[src/rtl/axi_master_pkg.sv]
// Shared types and constants for the CPU-side AXI4 burst master.
package axi_master_pkg;

    typedef enum logic [2:0] {
        ST_IDLE,
        ST_RADDR,
        ST_RDATA,
        ST_WRITE,
        ST_WRESP,
        ST_DONE
    } state_e;

    localparam logic [1:0] BURST_INCR = 2'b01;
    localparam logic [1:0] RESP_OKAY  = 2'b00;

    // AxSIZE encoding for a full-width beat: log2(data_w / 8).
    function automatic logic [2:0] size_of(input int unsigned data_w);
        logic [2:0] s;
        s = '0;
        for (int unsigned i = 0; i < 8; i++) begin
            if ((32'd8 << i) == data_w) s = 3'(i);
        end
        return s;
    endfunction

endpackage

[src/rtl/axi_beat_cnt.sv]
// 4-bit beat counter: clears on load, advances per handshake, flags the final beat.
module axi_beat_cnt (
    input  logic       clk,
    input  logic       rst,
    input  logic       load_i,
    input  logic       incr_i,
    input  logic [3:0] len_i,
    output logic [3:0] cnt_o,
    output logic       last_o
);

    logic [3:0] cnt_q, cnt_d;

    always_comb begin
        cnt_d = cnt_q;
        if (load_i)      cnt_d = '0;
        else if (incr_i) cnt_d = cnt_q + 4'd1;
    end

    always_ff @(posedge clk or negedge rst) begin
        if (!rst) cnt_q <= '0;
        else      cnt_q <= cnt_d;
    end

    assign cnt_o  = cnt_q;
    assign last_o = (cnt_q == len_i);

endmodule

[src/rtl/axi_burst_master.sv]
// CPU SRAM-style port (CEB/WEB/BWEB) to AXI4 master with INCR bursts, one transaction outstanding.
// Optional macro AXI_MASTER_ERR_EN enables the sticky response/beat-count error flag.
module axi_burst_master
    import axi_master_pkg::*;
#(
    parameter int unsigned ADDR_W   = 32,
    parameter int unsigned DATA_W   = 32,
    parameter int unsigned ID_W     = 4,
    parameter int unsigned ID_VAL   = 0,
    parameter int unsigned MAX_LEN  = 16,
    parameter int unsigned WRITE_EN = 1
) (
    input  logic                  clk,
    input  logic                  rst,
    input  logic                  CEB,
    input  logic                  WEB,
    input  logic [ADDR_W-1:0]     addr,
    input  logic [DATA_W/8-1:0]   bweb,
    input  logic [DATA_W-1:0]     writeData,
    input  logic [3:0]            burst_len,
    output logic [DATA_W-1:0]     readData,
    output logic                  rbeat,
    output logic                  wnext,
    output logic                  busBusy,
    output logic                  err,
    input  logic                  err_clr,
    output logic [ID_W-1:0]       ARID,
    output logic [ADDR_W-1:0]     ARADDR,
    output logic [7:0]            ARLEN,
    output logic [2:0]            ARSIZE,
    output logic [1:0]            ARBURST,
    output logic                  ARVALID,
    input  logic                  ARREADY,
    input  logic [ID_W-1:0]       RID,
    input  logic [DATA_W-1:0]     RDATA,
    input  logic [1:0]            RRESP,
    input  logic                  RLAST,
    input  logic                  RVALID,
    output logic                  RREADY,
    output logic [ID_W-1:0]       AWID,
    output logic [ADDR_W-1:0]     AWADDR,
    output logic [7:0]            AWLEN,
    output logic [2:0]            AWSIZE,
    output logic [1:0]            AWBURST,
    output logic                  AWVALID,
    input  logic                  AWREADY,
    output logic [DATA_W-1:0]     WDATA,
    output logic [DATA_W/8-1:0]   WSTRB,
    output logic                  WLAST,
    output logic                  WVALID,
    input  logic                  WREADY,
    input  logic [ID_W-1:0]       BID,
    input  logic [1:0]            BRESP,
    input  logic                  BVALID,
    output logic                  BREADY
);

    localparam logic       WEN     = (WRITE_EN != 0);
    localparam logic [3:0] LEN_CAP = 4'(MAX_LEN - 1);
    localparam logic [2:0] SIZE    = size_of(DATA_W);

    state_e                state_q, state_d;
    logic [ADDR_W-1:0]     addr_q, addr_d;
    logic [3:0]            len_q, len_d;
    logic [DATA_W/8-1:0]   bweb_q, bweb_d;
    logic                  aw_done_q, aw_done_d;
    logic                  w_done_q, w_done_d;
    logic [DATA_W-1:0]     rdata_q, rdata_d;
    logic                  rbeat_q;
    logic                  cnt_load;
    logic                  r_hs, w_hs, aw_hs, b_hs;
    logic                  r_last, w_last, r_mismatch;
    logic [3:0]            r_cnt, w_cnt;
    logic [3:0]            len_in;

    assign len_in = (burst_len > LEN_CAP) ? LEN_CAP : burst_len;

    assign r_hs  = RVALID & RREADY;
    assign w_hs  = WVALID & WREADY;
    assign aw_hs = AWVALID & AWREADY;
    assign b_hs  = BVALID & BREADY;
    // An early RLAST (before the counted last beat) or a late one both end up here.
    assign r_mismatch = r_hs & (RLAST != r_last);

    always_comb begin
        state_d   = state_q;
        addr_d    = addr_q;
        len_d     = len_q;
        bweb_d    = bweb_q;
        aw_done_d = aw_done_q;
        w_done_d  = w_done_q;
        cnt_load  = 1'b0;
        unique case (state_q)
            ST_IDLE: begin
                if (!CEB) begin
                    addr_d    = addr;
                    len_d     = len_in;
                    bweb_d    = bweb;
                    aw_done_d = 1'b0;
                    w_done_d  = 1'b0;
                    cnt_load  = 1'b1;
                    // An ignored write still passes through DONE so the CPU is not stalled.
                    if (WEB)      state_d = ST_RADDR;
                    else if (WEN) state_d = ST_WRITE;
                    else          state_d = ST_DONE;
                end
            end
            ST_RADDR: if (ARREADY) state_d = ST_RDATA;
            ST_RDATA: if (r_hs && RLAST) state_d = ST_DONE;
            ST_WRITE: begin
                aw_done_d = aw_done_q | aw_hs;
                w_done_d  = w_done_q | (w_hs & WLAST);
                if (aw_done_d && w_done_d) state_d = ST_WRESP;
            end
            ST_WRESP: if (BVALID) state_d = ST_DONE;
            ST_DONE:  state_d = ST_IDLE;
            default:  state_d = ST_IDLE;
        endcase
    end

    always_comb begin
        rdata_d = rdata_q;
        if (r_hs) rdata_d = RDATA;
    end

    always_ff @(posedge clk or negedge rst) begin
        if (!rst) begin
            state_q   <= ST_IDLE;
            addr_q    <= '0;
            len_q     <= '0;
            bweb_q    <= '1;
            aw_done_q <= 1'b0;
            w_done_q  <= 1'b0;
            rdata_q   <= '0;
            rbeat_q   <= 1'b0;
        end else begin
            state_q   <= state_d;
            addr_q    <= addr_d;
            len_q     <= len_d;
            bweb_q    <= bweb_d;
            aw_done_q <= aw_done_d;
            w_done_q  <= w_done_d;
            rdata_q   <= rdata_d;
            rbeat_q   <= r_hs;
        end
    end

    axi_beat_cnt u_rcnt (
        .clk   (clk),
        .rst   (rst),
        .load_i(cnt_load),
        .incr_i(r_hs),
        .len_i (len_q),
        .cnt_o (r_cnt),
        .last_o(r_last)
    );

    axi_beat_cnt u_wcnt (
        .clk   (clk),
        .rst   (rst),
        .load_i(cnt_load),
        .incr_i(w_hs),
        .len_i (len_q),
        .cnt_o (w_cnt),
        .last_o(w_last)
    );

    assign ARID    = ID_W'(ID_VAL);
    assign ARADDR  = addr_q;
    assign ARLEN   = {4'b0000, len_q};
    assign ARSIZE  = SIZE;
    assign ARBURST = BURST_INCR;
    assign ARVALID = (state_q == ST_RADDR);
    assign RREADY  = (state_q == ST_RDATA);

    assign AWID    = WEN ? ID_W'(ID_VAL) : '0;
    assign AWADDR  = WEN ? addr_q : '0;
    assign AWLEN   = WEN ? {4'b0000, len_q} : '0;
    assign AWSIZE  = WEN ? SIZE : '0;
    assign AWBURST = WEN ? BURST_INCR : '0;
    assign AWVALID = WEN & (state_q == ST_WRITE) & ~aw_done_q;
    assign WDATA   = WEN ? writeData : '0;
    assign WSTRB   = WEN ? ~bweb_q : '0;
    assign WLAST   = WEN & w_last;
    assign WVALID  = WEN & (state_q == ST_WRITE) & ~w_done_q;
    assign BREADY  = WEN & (state_q == ST_WRESP);

    assign readData = rdata_q;
    assign rbeat    = rbeat_q;
    assign wnext    = w_hs;
    assign busBusy  = ((state_q == ST_IDLE) & ~CEB) |
                      ((state_q != ST_IDLE) & (state_q != ST_DONE));

`ifdef AXI_MASTER_ERR_EN
    logic err_q, err_d, err_set;

    assign err_set = (r_hs & ((RRESP != RESP_OKAY) | r_mismatch)) |
                     (b_hs & (BRESP != RESP_OKAY));

    always_comb begin
        err_d = err_q;
        if (err_set)      err_d = 1'b1;
        else if (err_clr) err_d = 1'b0;
    end

    always_ff @(posedge clk or negedge rst) begin
        if (!rst) err_q <= 1'b0;
        else      err_q <= err_d;
    end

    assign err = err_q;

    logic unused_ok;
    assign unused_ok = ^{RID, BID, r_cnt, w_cnt};
`else
    assign err = 1'b0;

    logic unused_ok;
    assign unused_ok = ^{RID, BID, r_cnt, w_cnt, RRESP, BRESP, err_clr, r_mismatch};
`endif

`ifndef SYNTHESIS
    logic [ADDR_W-1:0] burst_end;
    assign burst_end = addr_q + ADDR_W'(len_q) * ADDR_W'(DATA_W / 8);

    always_ff @(posedge clk) begin
        if (rst && (ARVALID || AWVALID)) begin
            assert (burst_end[ADDR_W-1:12] == addr_q[ADDR_W-1:12])
                else $error("axi_burst_master: burst crosses a 4KB boundary");
        end
    end
`endif

endmodule

[config.mk]
export PLATFORM = sky130hd
export DESIGN_NAME = axi_burst_master
export DESIGN_NICKNAME = d
export VERILOG_FILES = /design/src/rtl/axi_master_pkg.sv /design/src/rtl/axi_beat_cnt.sv /design/src/rtl/axi_burst_master.sv
export SDC_FILE = /design/constraint.sdc
export NUM_CORES = 1
export LEC_CHECK = 0
export CAP_MARGIN = 5
export CORE_AREA = 2 2 119 121
export DETAILED_ROUTE_END_ITERATION = 10
export DIE_AREA = 0 0 121 123
export GPL_TIMING_DRIVEN = 0
export PLACE_DENSITY = 0.7
export SYNTH_ARGS = -nofsm -noshare
export SYNTH_HDL_FRONTEND = slang
export SYNTH_SLANG_ARGS = --single-unit
[constraint.sdc]
create_clock -name clk -period 1.85 [get_ports clk]
set_input_delay 0.2775 -clock clk [delete_from_list [all_inputs] [get_ports clk]]
set_output_delay 0.2775 -clock clk [all_outputs]
set_load 0.1 [all_outputs]
==> results.toml <==
[critical_path]
crit_path_start = "len_q[0]"
rrSetupSlack_ns = 0.05
path_max_fanout = 2
cp_top_family = "flip-flops"
cpPeakStageDelay_ns = 0.48
path_buf_inv = 1
crit_arrival_ns = 1.58
worstPathCellList = "xor2_2 > nor4_4 > buf_6"
cp.required_ns = 1.57
crit_path_end_kind = "output port"
worstReg2RegStart = "state_q[2]"
startpoint_type = "register"
path_class = "reg2out"
cpMaxStageDelayCell = "dfrtp_4"

[route]
postRouteAntennaNets = 0
wl_per_cell_um = 13.8
drtIter0Drc = 91
firstDrtPassIters = 4
drt-met1-wl_mm = 4.01
met3WireLength_mm = 1.01
drc_errors = 0
routed_wl_mm = 10.9
viasPerCell = 4.09
highest_layer = "met4"
dr_wl_met2_mm = 5.61
routed-via-count = 3230

[job]
cap_violations = 0

[synthesis]
synthFlopType = "dfrtp_1"
yosysMostFrequentCell = "buf_4"
ys_top_cells_by_area = "dfrtp_1 (47%), buf_4 (17%), mux2_2 (11%)"
yosys.area.top_type_share = 0.474
syn_inst = 328
async_flop_share = 1.00
ys.warnings.count = 0
synth_area_per_cell_um2 = 12.6
yosysTopAreaCell = "dfrtp_1"
synth_edf_count = 0
netlist_area_um2 = 4120
ys_types = 39
synthTopCellsByCount = "buf_4 (95), dfrtp_1 (78), mux2_2 (41)"
seq_area_frac_synth = 0.499
ys_ff_latch = 82

[die]
dieArea_um2 = 14900
num_rows = 43
start_util = 0.303
core-area_um2 = 13600
die-width_um = 121
chipHeight_um = 123
ios = 303

[grt]
antenna_found_initial = 0
grt_max_degree = 43
grt.overflow.total = 0
grt_pass1_vias = 3291
grtUsageTotal = 0.145
grt_pass1_wl_mm = 16.7

[outcome]
status = "finished, violations left"
violations = "setup timing"

[sta]
slew_headroom = 0.345
setup_viol_count_final = 1
fin_worst_skew_ns = 0.00824
hold_viol_final = 0
tightest_slew_ns = 0.980
drv_slew = 0
fin_crit_ns = 1.85
rsz0062_at_grt = "yes"
timing.final.ws_setup_ns = -0.00335
clock.fmax_mhz = 540
fin_crit_sh = 1.00

[finish]
multiInputGateArea_um2 = 1320
seqCellArea_um2 = 2070
diodes = 0
fill_cells = 1214
area_growth_pct = 73.0
nets = 732
drive_gt1_frac = 0.481

[clocking]
clk_pin_slew_ns = 0.06
cts_buffer_depth = 2
cts_buffers = 9
htreeDepth = 3
cts_root_buffer = "clkbuf_16"
cts_sinks = 82
cts_tree = "built"
clk_latency_ns = 0.34

[place]
place_ws_ns = -0.640
portBuffers = 230
dp_hpwl_mm = 8.47
place_congestion = 0.751

[min_path]
hold_class = "in2reg"
min_from = "bweb[2]"
## worst min-delay path, delay by kind of cell
| kind | cells | cell delay (ns) |
|---|---|---|
| and+or+nand+nor | 1 | 0.05 |
| buffers and inverters | 1 | 0.40 |
| AOI/OAI and AO/OA | 1 | 0.07 |
## final timing paths
| check | to | cells past startpoint |
|---|---|---|
| min in group asynchronous | readData[22] | 2 |
| hold / removal | bweb_q[2] | 3 |
| setup reg to reg | ARADDR[2] | 6 |
| hold reg to reg | readData[27] | 1 |
| setup / recovery | WLAST | 3 |
| max in group asynchronous | bweb_q[2] | 3 |
## kinds of logic (layout without fill, tap and decap cells)
| logic type | Yosys count | in the layout | synth area share |
|---|---|---|---|
| flip-flops | 82 | 82 | 0.499 |
| AO/OA/AOI/OAI | 17 | 17 | 0.0264 |
| XOR/XNOR | 7 | 7 | 0.0149 |
| multiplexers | 69 | 69 | 0.188 |
| AND/OR/NAND/NOR | 35 | 35 | 0.0531 |
| adder cells (fa/ha/maj) | 1 | 1 | 0.00304 |
| buffers and inverters | 115 | 371 | 0.213 |
| other | 2 | 27 | 0.00182 |
## layer usage
| metal | GRT usage | vias up |
|---|---|---|
| li1 | - | 1523 |
| met1 | 0.156 | 1529 |
| met2 | 0.257 | 160 |
| met3 | 0.0484 | 18 |
| met4 | 0.0719 | 0 |
| met5 | 0 | - |
## final cells by class
class,instances,share of cell area
plain buffers,108,0.119
clock buffers,9,0.0316
clock inverters,7,0.00737
inverters,6,0.00316
multi-input cells,156,0.186
flip-flops and latches,82,0.290
well taps,180,0.0316
repair buffers,241,0.331
## state kept, by name, summed over array words and instances (netlist names)
signal	cells
u_wcnt.cnt_o	4
bweb_q	4
aw_done_q	1
ARADDR	32
state_q	3
w_done_q	1
readData	32
rbeat	1
len_q	4
## stage by stage
step                std cells  hold WS (ns)  TNS (ns)  utilization  cell area [um2]
finish                    789         0.457  -0.00335        0.524             7130
global route              789         0.467    -0.695        0.524             7130
CTS                       781         0.439    -0.171        0.527             7170
detailed placement        764         0.302     -9.43        0.500             6810
global placement          763         0.484   -211.79        0.499             6790
floorplan                 353       -0.0181     -3.07            -             4260
## timing repair
action                                 CTS  global route
hold buffers                             1             0
endpoints found under the hold margin   41             0
gates resized for setup                321            44
setup buffers                            0             8
cloned                                   0             1
setup endpoints to repair              117            40
pin swaps                                1             3
## layout by cell type (no fill, tap or decap), types with 4 or more instances in the layout
cell / netlist / routed
nor2_1: 7 / 7
clkdlybuf4s15_2: 0 / 61
a21oi_1: 4 / 4
clkdlybuf4s50_1: 0 / 112
clkbuf_2: 0 / 25
clkdlybuf4s15_1: 0 / 21
mux2_2: 41 / 41
buf_6: 12 / 14
nand2_1: 11 / 11
inv_1: 6 / 6
buf_4: 95 / 108
dfrtp_1: 78 / 72
conb_1: 2 / 27
dfrtp_2: 0 / 4
mux2_1: 27 / 27
o21ai_0: 5 / 5
clkbuf_16: 0 / 9
dfstp_2: 4 / 4
Power is left out: the tool's default activity adds up to more than one toggle a clock period on the data nets, which glitch-free logic cannot reach.
